### config.mk
export PLATFORM = sky130hd
export DESIGN_NAME = pipeline_ctrl
export DESIGN_NICKNAME = d
export VERILOG_FILES = /design/src/rtl/pipeline_ctrl.sv
export SDC_FILE = /design/constraint.sdc
export NUM_CORES = 1
export LEC_CHECK = 0
export ABC_AREA = 1
export BUFFER_PORTS_ARGS = -buffer_cell sky130_fd_sc_hd__buf_4
export CORE_MARGIN = 8
export CORE_UTILIZATION = 55
export DETAILED_ROUTE_END_ITERATION = 8
export PLACE_DENSITY = 0.76
export REMOVE_ABC_BUFFERS = 1
export SYNTH_ARGS = -nofsm -noshare
export SYNTH_HDL_FRONTEND = slang
export SYNTH_SLANG_ARGS = --single-unit
### constraint.sdc
create_clock -name clk -period 7.6 [get_ports clk]
set_clock_uncertainty 0.15 [all_clocks]
set_input_delay 0.76 -clock clk [delete_from_list [all_inputs] [get_ports clk]]
set_output_delay 0.76 -clock clk [all_outputs]
set_load 0.05 [all_outputs]
### src/rtl/pipeline_ctrl.sv
// Central sequencer for the 5-stage core: arbitrates hazard/redirect requests into PC select,
// per-stage enables and flushes, squashes wrong-path fetches and keeps performance counters.
module pipeline_ctrl #(
    parameter int unsigned KILL_CYCLES = 1,
    parameter int unsigned CNT_W       = 32
) (
    input  logic             clk,
    input  logic             rst,
    input  logic             id_stall_i,
    input  logic             id_redirect_i,
    input  logic             ex_redirect_i,
    input  logic             mem_busy_i,
    input  logic             wb_valid_i,
    input  logic             cnt_clr_i,
    output logic             pc_en_o,
    output logic [1:0]       pc_sel_o,
    output logic             if_id_en_o,
    output logic             if_id_flush_o,
    output logic             id_ex_en_o,
    output logic             id_ex_flush_o,
    output logic             ex_mem_en_o,
    output logic             mem_wb_en_o,
    output logic [CNT_W-1:0] cycle_cnt_o,
    output logic [CNT_W-1:0] instret_cnt_o,
    output logic [CNT_W-1:0] stall_cnt_o
);

    localparam int unsigned KW = 3;

    localparam logic [1:0] SEL_PC4   = 2'd0;
    localparam logic [1:0] SEL_ID    = 2'd1;
    localparam logic [1:0] SEL_EX    = 2'd2;
    localparam logic [1:0] SEL_RESET = 2'd3;

    typedef enum logic [1:0] {
        S_BOOT = 2'd0,
        S_RUN  = 2'd1,
        S_KILL = 2'd2
    } state_e;

    state_e          state_q, state_d;
    logic [KW-1:0]   kill_q, kill_d;
    logic [CNT_W-1:0] cycle_q, cycle_d;
    logic [CNT_W-1:0] instret_q, instret_d;
    logic [CNT_W-1:0] stall_q, stall_d;
    logic            run_phase;

    always_ff @(posedge clk or posedge rst) begin
        if (rst) begin
            state_q   <= S_BOOT;
            kill_q    <= '0;
            cycle_q   <= '0;
            instret_q <= '0;
            stall_q   <= '0;
        end else begin
            state_q   <= state_d;
            kill_q    <= kill_d;
            cycle_q   <= cycle_d;
            instret_q <= instret_d;
            stall_q   <= stall_d;
        end
    end

    assign run_phase = (state_q != S_BOOT);

    // Request arbitration and sequencing; control outputs are same-cycle.
    always_comb begin
        state_d       = state_q;
        kill_d        = kill_q;
        pc_en_o       = 1'b1;
        pc_sel_o      = SEL_PC4;
        if_id_en_o    = 1'b1;
        if_id_flush_o = 1'b0;
        id_ex_en_o    = 1'b1;
        id_ex_flush_o = 1'b0;
        ex_mem_en_o   = 1'b1;
        mem_wb_en_o   = 1'b1;

        if (rst) begin
            pc_en_o       = 1'b0;
            pc_sel_o      = SEL_RESET;
            if_id_en_o    = 1'b0;
            if_id_flush_o = 1'b1;
            id_ex_en_o    = 1'b0;
            id_ex_flush_o = 1'b1;
            ex_mem_en_o   = 1'b0;
            mem_wb_en_o   = 1'b0;
        end else if (state_q == S_BOOT) begin
            pc_sel_o      = SEL_RESET;
            if_id_flush_o = 1'b1;
            state_d       = S_RUN;
        end else begin
            if (mem_busy_i) begin
                pc_en_o     = 1'b0;
                if_id_en_o  = 1'b0;
                id_ex_en_o  = 1'b0;
                ex_mem_en_o = 1'b0;
                mem_wb_en_o = 1'b0;
            end else if (ex_redirect_i) begin
                pc_sel_o      = SEL_EX;
                if_id_flush_o = 1'b1;
                id_ex_flush_o = 1'b1;
                if (KILL_CYCLES > 0) begin
                    state_d = S_KILL;
                    kill_d  = KW'(KILL_CYCLES);
                end else begin
                    state_d = S_RUN;
                end
            end else begin
                // ID requests in KILL belong to wrong-path instructions.
                if (state_q == S_RUN && id_stall_i) begin
                    pc_en_o       = 1'b0;
                    if_id_en_o    = 1'b0;
                    id_ex_flush_o = 1'b1;
                end else if (state_q == S_RUN && id_redirect_i) begin
                    pc_sel_o      = SEL_ID;
                    if_id_flush_o = 1'b1;
                end
                if (state_q == S_KILL) begin
                    kill_d = kill_q - KW'(1);
                    if (kill_q <= KW'(1)) begin
                        state_d = S_RUN;
                        kill_d  = '0;
                    end
                end
            end
            if (state_q == S_KILL) begin
                if_id_flush_o = 1'b1;
            end
        end
    end

    // Performance counters; clear wins over any increment.
    always_comb begin
        cycle_d   = cycle_q;
        instret_d = instret_q;
        stall_d   = stall_q;
        if (cnt_clr_i) begin
            cycle_d   = '0;
            instret_d = '0;
            stall_d   = '0;
        end else begin
            if (run_phase) begin
                cycle_d = cycle_q + CNT_W'(1);
            end
            if (wb_valid_i && mem_wb_en_o) begin
                instret_d = instret_q + CNT_W'(1);
            end
            if (run_phase && !pc_en_o) begin
                stall_d = stall_q + CNT_W'(1);
            end
        end
    end

    assign cycle_cnt_o   = cycle_q;
    assign instret_cnt_o = instret_q;
    assign stall_cnt_o   = stall_q;

endmodule

==> flow_summary.yaml, run 1 <==
clocking:
  clock_latency_ps: 350
  cts.path.max_buffers: 2
  cts.clk_slew.worst_paths_ps: 60
  clockRootBuffer: "clkbuf_16"
  ctsResizeCount: 0
  cts_tree: "yes"
  numCtsBuffers: 9
  cts.sinks: 101
  postCtsSetupBuffers: 0
  h-tree-depth: 3
  hold_buffers: 0
global_route:
  met3_usage: 0.0373
  grt_max_degree: 89
  met2_usage: 0.361
  grt_pass1_vias: 5824
  grt-ovfl-total: 0
  grt_pass1_wl_mm: 28.2
  antenna_found_initial: 0
  busiest_layer: "met2"
  met1_usage: 0.320
  grtUsageTotal: 0.230
synth:
  syn_avg_cell_area_um2: 6.59
  synth.top_cell.area_share: 0.405
  yosys.area.top_type: "dfrtp_1"
  ys_ff_latch: 101
  yosysUniqueCellTypes: 37
  yosysWarnings: 0
  synth.area.top_cells: "dfrtp_1 41%, nand2_1 18%, nor2_1 11%"
  ys_seq_area_frac: 0.405
  netlist_instances: 947
  synth_area_um2: 6240
cells_and_area:
  final_nets: 1064
  areaGrowthSynthToFinish_pct: 19.2
  design_area_um2: 7440
  drive_above_1_share: 0.142
  n_antenna_cell: 0
  fillers: 1070
worst_setup_path:
  path_class: "input port to output port"
  crit_arrival_ps: 1800
  r2r_slack_ps: 5230
  end_kind: "output port"
  required_ps: 6690
  cp_max_fo: 56
  crit_path_start_kind: "input port"
route:
  drc: 0
  wire_per_inst_um: 14.1
  via_per_inst: 5.30
  dr.pass1.iters: 5
  postRouteWirelength_mm: 16.9
  vias: 6352
  antenna_left: 0
  initialDrtViolationCount: 515
timing:
  fin_setup_tns_ps: 0
  slew_violations: 0
  fin_crit_sh: 0.357
  setup_violations: 0
  fmax_mhz: 369
  rsz0062_at_grt: "no"
  tightest_slew_ps: 909
  period_needed_ps: 2710
  timing.hold.ws_ps: 368
  fin_ws_ps: 4890
  hold_violations: 0
  timing.slew.headroom: 0.394
pwr:
  powerDensity_nw_per_um2: 180
  ir_worst_vdd_mv: 0.201
  p_leak_nw: 3.61
  total_power_w: 0.00134
die:
  start_util: 0.556
  die_w_um: 122
  die-area_um2: 15000
  boundaryPins: 113
  coreArea_um2: 11200
  rows: 39
  chipHeight_um: 122
placed_design:
  dp_hpwl_mm: 12.2
  dpl_cell_area_um2: 7160
  post-place-ws_ps: 4680
  io_buffers: 112
  gp_congestion: 0.942
hold_path:
  hold_class: "flop to flop"
outcome:
  status: "finished, final reports clean"
job:
  cap_violations: 0
==> cell usage after synthesis <==
cell,n
dfrtp_1,101
nor3b_1,1
clkbuf_1,3
o2111ai_1,1
nand2_1,303
nor3b_2,1
buf_1,6
nand3b_1,2
xnor2_1,1
a21oi_1,36
nand3_4,1
xor2_1,9
a21boi_0,1
or2_2,1
ha_1,5
nor2_4,1
nor3_1,14
nor2_2,5
o21ai_0,30
inv_2,8
nor2_1,187
nand2_4,1
nand2_2,2
a21oi_4,1
nand3_1,70
nor3_2,1
and2_1,1
o21bai_1,1
buf_2,3
buf_4,9
nor4_1,1
a22oi_1,1
o21a_1,1
nand4_1,35
a31oi_1,3
inv_1,94
o21ai_1,6
==> report_power, final <==
| part | internal, W | switching [W] | total [W] |
|---|---|---|---|
| Clock | 0.000247 | 0.000194 | 0.000441 |
| Sequential | 0.000561 | 0.0000291 | 0.000590 |
| Combinational | 0.0000731 | 0.000231 | 0.000304 |
| Total | 0.000881 | 0.000454 | 0.00134 |
==> final timing paths <==
kind,to,startpoint,cells after the start
max,if_id_flush_o,rst,4
min,instret_cnt_o[6]$_DFFE_PP0P_,instret_cnt_o[6]$_DFFE_PP0P_,1
max reg2reg,stall_cnt_o[23]$_DFFE_PP0P_,state_q[0]$_DFFE_PP0P_,9
min reg2reg,instret_cnt_o[6]$_DFFE_PP0P_,instret_cnt_o[6]$_DFFE_PP0P_,1
max in group asynchronous,instret_cnt_o[6]$_DFFE_PP0P_,rst,3
min in group asynchronous,stall_cnt_o[9]$_DFFE_PP0P_,rst,2
==> critical path: stages <==
cell and delay (ps):
buf_4 130, inv_4 520, nand3_1 160, buf_4 220
==> metal layers <==
| metal | up-vias | part of all wire | wire [um] |
|---|---|---|---|
| met2 | 190 | 0.46 | 7790 |
| met4 | 0 | 0.013 | 225 |
| met1 | 2927 | 0.47 | 7850 |
| met5 | - | 0 | 0 |
| li1 | 3218 | - | - |
| met3 | 17 | 0.059 | 999 |
==> layout make-up <==
| class | instances | area [um2] | share of cell area |
|---|---|---|---|
| tap | 143 | 179 | 0.0241 |
| timing repair buffer | 114 | 856 | 0.115 |
| sequential | 101 | 2530 | 0.340 |
| clock inverter | 1 | 5.00 | 0.000673 |
| inverter | 102 | 385 | 0.0518 |
| multi-input combinational | 723 | 3210 | 0.432 |
| clock buffer | 14 | 274 | 0.0368 |
==> cell usage in the layout (no fill, tap or decap), types with 6 or more instances in the layout <==
master	instances
a21oi_1	36
buf_4	114
clkbuf_16	9
dfrtp_1	101
inv_1	93
inv_2	8
nand2_1	303
nand3_1	70
nand4_1	35
nor2_1	187
nor3_1	14
o21ai_0	30
o21ai_1	6
xor2_1	9
==> cells by family (layout without fill, tap and decap cells) <==
| family | after synthesis | after routing | share of synthesized area |
|---|---|---|---|
| simple gates | 627 | 627 | 0.421 |
| buf+inv | 123 | 231 | 0.0800 |
| flops | 101 | 101 | 0.405 |
| compound gates | 81 | 81 | 0.0696 |
| xor+xnor | 10 | 10 | 0.0140 |
| fa+ha+maj | 5 | 5 | 0.0100 |
==> flip-flops by register name, indices dropped and copies added, names as in the netlist <==
signal / cells
cycle_cnt_o: 32
instret_cnt_o: 32
stall_cnt_o: 32
kill_q: 3
state_q: 2
==> per-stage QoR <==
stage / cells / util
2_1_floorplan: 926 / -
6_report: 1198 / 0.663
4_1_cts: 1198 / 0.663
5_1_grt: 1198 / 0.663
3_3_place_gp: 1183 / 0.638
3_5_place_dp: 1183 / 0.638
Power figures use the tool's default switching activity.
==> run 2: changes to the inputs <==
- clock period: 7.6 -> 2.6 ns (I/O delays scaled with it)
==> flow_summary.yaml, run 2 (synthesized netlist as in run 1, its figures left out) <==
pwr:
  pwr-share-clk: 0.342
  p_switching_w: 0.00137
  p_int_w: 0.00263
  seq_power_share: 0.430
  p_comb_frac: 0.228
  total_power_w: 0.00401
  ir_worst_vdd_mv: 0.663
  p_leak_nw: 3.64
  sw_frac_of_total: 0.342
  powerDensity_nw_per_um2: 534
timing:
  fmax_mhz: 469
  setup_violations: 0
  fin_crit_sh: 0.820
  tightest_slew_ps: 515
  hold_violations: 0
  timing.slew.headroom: 0.655
  rsz0062_at_grt: "no"
  fin_setup_tns_ps: 0
  slew_violations: 0
  period_needed_ps: 2130
global_route:
  met1_usage: 0.314
  antenna_found_initial: 0
  grt_pass1_vias: 5903
  grt-ovfl-total: 0
  met3_usage: 0.0529
  met2_usage: 0.369
  grt_max_degree: 99
  grtUsageTotal: 0.234
  busiest_layer: "met2"
  grt_pass1_wl_mm: 28.5
clocking:
  cts.sinks: 101
  cts.clk_slew.worst_paths_ps: 70
  cts_tree: "yes"
  clockRootBuffer: "clkbuf_16"
  cts.path.max_buffers: 2
  numCtsBuffers: 9
  postCtsSetupBuffers: 0
  ctsResizeCount: 0
  clock_latency_ps: 350
  h-tree-depth: 3
placed_design:
  dp_hpwl_mm: 12.6
  dpl_cell_area_um2: 7190
  gp_congestion: 0.916
  io_buffers: 112
  place_inst: 1186
cells_and_area:
  fillers: 1041
  layout_common_cells: "303 x nand2_1, 187 x nor2_1, 116 x buf_4"
  final_nets: 1068
  instances_no_fill: 1203
  final_common_cell: "nand2_1"
  area.sequential_um2: 2530
  n_antenna_cell: 0
  areaGrowthSynthToFinish_pct: 20.3
  design_area_um2: 7500
  multi_input_comb_area_um2: 3210
  utilization: 0.669
  drive_above_1_share: 0.147
route:
  antenna_left: 0
  dr.pass1.iters: 7
  vias: 6403
  initialDrtViolationCount: 614
  wire_per_inst_um: 14.2
  postRouteWirelength_mm: 17.1
  drc: 0
  via_per_inst: 5.32
worst_setup_path:
  regToRegStartpoint: "state_q[0]$_DFFE_PP0P_"
  rr_worst_depth: 9
  required_ps: 2190
  r2r_slack_ps: 500
  path_class: "flop to output port"
  crit_arrival_ps: 1720
  rr_endpoint: "instret_cnt_o[27]$_DFFE_PP0P_"
  crit_path_start_kind: "flop"
  end_kind: "output port"
  cp_max_fo: 7
die:
  coreArea_um2: 11200
  chipHeight_um: 122
  rows: 39
  boundaryPins: 113
  die-area_um2: 15000
  die_w_um: 122
  start_util: 0.556
hold_path:
  holdPathEnd: "cycle_cnt_o[14]$_DFFE_PP0P_"
  min_path_cells: 2
  hold_start: "cnt_clr_i"
  hold_class: "input port to flop"
job:
  cap_violations: 0
outcome:
  status: "finished, final reports clean"
run 2: cell types whose count changed in the layout (fill, tap and decap cells not counted), sizes merged:
cell,before,now
buf,114,117
dlygate4sd3,0,1
clkinvlp,0,3
clkinv,1,2
bufinv,0,1
clkbuf,14,10
run 2: power by group through the flow:
stage          Combinational (W)  Clock (W)  Sequential [W]
2_1_floorplan           0.000523          0         0.00185
3_3_place_gp            0.000904          0         0.00174
3_5_place_dp            0.000908          0         0.00175
4_1_cts                 0.000914    0.00141         0.00172
5_1_grt                 0.000997    0.00146         0.00173
6_report                0.000913    0.00137         0.00172
run 2: how the worst max path moves through the flow:
stage	from	to	slack, ps	cells past startpoint
2_1_floorplan	rst	instret_cnt_o[27]$_DFFE_PP0P_	-1340	7
3_3_place_gp	state_q[0]$_DFFE_PP0P_	instret_cnt_o[27]$_DFFE_PP0P_	610	9
3_5_place_dp	state_q[0]$_DFFE_PP0P_	instret_cnt_o[27]$_DFFE_PP0P_	530	9
4_1_cts	state_q[0]$_DFFE_PP0P_	pc_sel_o[1]	450	4
5_1_grt	state_q[0]$_DFFE_PP0P_	instret_cnt_o[27]$_DFFE_PP0P_	240	9
6_report	state_q[0]$_DFFE_PP0P_	pc_sel_o[1]	470	4
run 2: what timing repair did:
item,in CTS,in global routing
setup endpoints to repair,0,0
hold buffers,1,0
hold endpoints to repair,3,0
run 2: final cells by class:
class / count / area share
flip-flops and latches: 101 / 0.337
inverters: 102 / 0.0514
multi-input cells: 723 / 0.428
clock buffers: 10 / 0.0318
repair buffers: 118 / 0.120
well taps: 143 / 0.0238
clock inverters: 6 / 0.00834
run 2: stage by stage:
stage | worst slack [ps] | hold slack, ps
after global placement | 607 | 44.0
after detailed placement | 528 | 47.4
after global routing | 236 | 51.2
final | 467 | 48.3
after CTS | 454 | 35.6
after floorplan | -1340 | 173
run 2: worst max-delay path: stages, from the launching register on:
cell and delay [ps]:
dfrtp_1 450, nor2_1 440, nor2_1 160, o21ai_0 110, buf_4 220
run 2: layer usage:
| metal | vias to the layer above | part of all wire |
|---|---|---|
| li1 | 3233 | - |
| met1 | 2931 | 0.46 |
| met2 | 215 | 0.46 |
| met3 | 24 | 0.062 |
| met4 | 0 | 0.016 |
| met5 | - | 0 |
==> run 3: changes to the inputs <==
- clock period: 2.6 -> 2.1 ns (I/O delays scaled with it)
==> flow_summary.yaml, run 3 (synthesized netlist as in run 1, its figures left out) <==
route:
  initialDrtViolationCount: 518
  antenna_left: 0
  vias: 6482
  drc: 0
  postRouteWirelength_mm: 17.5
  via_per_inst: 5.35
  dr.pass1.iters: 5
  wire_per_inst_um: 14.4
cells_and_area:
  final_common_cell: "nand2_1"
  n_antenna_cell: 0
  areaGrowthSynthToFinish_pct: 21.7
  layout_common_cells: "303 x nand2_1, 184 x nor2_1, 123 x buf_4"
  drive_above_1_share: 0.154
  design_area_um2: 7590
  final_nets: 1077
worst_setup_path:
  cp_max_fo: 7
  required_ps: 1740
  crit_arrival_ps: 1640
  crit_path_start_kind: "flop"
  end_kind: "output port"
  path_class: "flop to output port"
timing:
  period_needed_ps: 2000
  fmax_mhz: 500
  timing.hold.ws_ps: 56.9
  timing.slew.headroom: 0.314
  fin_crit_sh: 0.952
  setup_violations: 0
  rsz0062_at_grt: "no"
  hold_violations: 0
  fin_ws_ps: 102
  slew_violations: 0
  tightest_slew_ps: 1030
global_route:
  grt_max_degree: 83
  grt-ovfl-total: 0
  antenna_found_initial: 0
  grtUsageTotal: 0.237
  grt_pass1_vias: 6079
  grt_pass1_wl_mm: 28.9
die:
  coreArea_um2: 11200
  die_w_um: 122
  rows: 39
  boundaryPins: 113
  start_util: 0.556
  die-area_um2: 15000
  chipHeight_um: 122
clocking:
  numCtsBuffers: 9
  cts_tree: "yes"
  postCtsSetupBuffers: 0
  clockRootBuffer: "clkbuf_16"
  cts.clk_slew.worst_paths_ps: 60
  h-tree-depth: 3
  cts.sinks: 101
  cts.path.max_buffers: 2
  clock_latency_ps: 350
pwr:
  p_leak_nw: 3.69
  pwr-share-clk: 0.335
  p_switching_w: 0.00169
  powerDensity_nw_per_um2: 662
  seq_power_share: 0.424
  sw_frac_of_total: 0.337
  p_int_w: 0.00333
  ir_worst_vdd_mv: 0.797
  p_comb_frac: 0.241
placed_design:
  dp_hpwl_mm: 13.0
  io_buffers: 112
  post-place-ws_ps: 155
  gp_congestion: 0.929
  dpl_cell_area_um2: 7270
hold_path:
  hold_class: "input port to flop"
outcome:
  status: "finished, final reports clean"
job:
  cap_violations: 0
run 3: power groups by stage:
stage / sequential, W / clock (W) / combinational (W)
after global placement: 0.00216 / 0 / 0.00120
final: 0.00213 / 0.00168 / 0.00121
after floorplan: 0.00229 / 0 / 0.000648
after CTS: 0.00213 / 0.00172 / 0.00121
after global routing: 0.00215 / 0.00179 / 0.00131
after detailed placement: 0.00217 / 0 / 0.00121
run 3: per-layer routing:
metal  global-route usage  routed length [um]  vias up
li1                     -                   -     3253
met1                0.318                8000     3021
met2                0.386                8190      195
met3               0.0520                1120       13
met4               0.0533                 139        0
met5                    0                   0        -
run 3: layout make-up:
class | count | area [um2]
Clock buffer | 12 | 246
Clock inverter | 4 | 47.5
Fill cell | 1069 | 3630
Inverter | 102 | 385
Multi-Input combinational cell | 723 | 3220
Sequential cell | 101 | 2530
Tap cell | 143 | 179
Timing Repair Buffer | 127 | 983
run 3: worst paths after layout:
path | start | to | slack [ps] | cells after the start
max in group asynchronous | rst | cycle_cnt_o[19]$_DFFE_PP0P_ | 480 | 4
worst max-delay path | state_q[0]$_DFFE_PP0P_ | if_id_flush_o | 100 | 5
worst min register to register | cycle_cnt_o[0]$_DFFE_PP0P_ | cycle_cnt_o[0]$_DFFE_PP0P_ | 370 | 1
worst min-delay path | ex_redirect_i | kill_q[0]$_DFFE_PP0P_ | 60 | 3
worst max register to register | instret_cnt_o[0]$_DFFE_PP0P_ | instret_cnt_o[24]$_DFFE_PP0P_ | 190 | 9
min in group asynchronous | rst | stall_cnt_o[9]$_DFFE_PP0P_ | 360 | 4
run 3: metrics by stage:
step	power, W	util	instances	setup TNS, ps
floorplan	0.00294	-	926	-173970
global placement	0.00336	0.647	1194	0
detailed placement	0.00338	0.647	1194	0
CTS	0.00506	0.675	1212	0
global route	0.00525	0.676	1212	0
finish	0.00503	0.676	1212	0
run 3: what timing repair did:
item / CTS / global route
endpoints found under the setup margin: 0 / 7
hold buffers: 2 / 0
resized for setup: 0 / 4
hold endpoints to repair: 24 / 0
run 3: critical path, stage by stage (launching register included):
cell	delay (ps)
dfrtp_1	460
inv_2	80
nor4_1	300
o21ai_0	140
nand3_1	100
buf_4	200
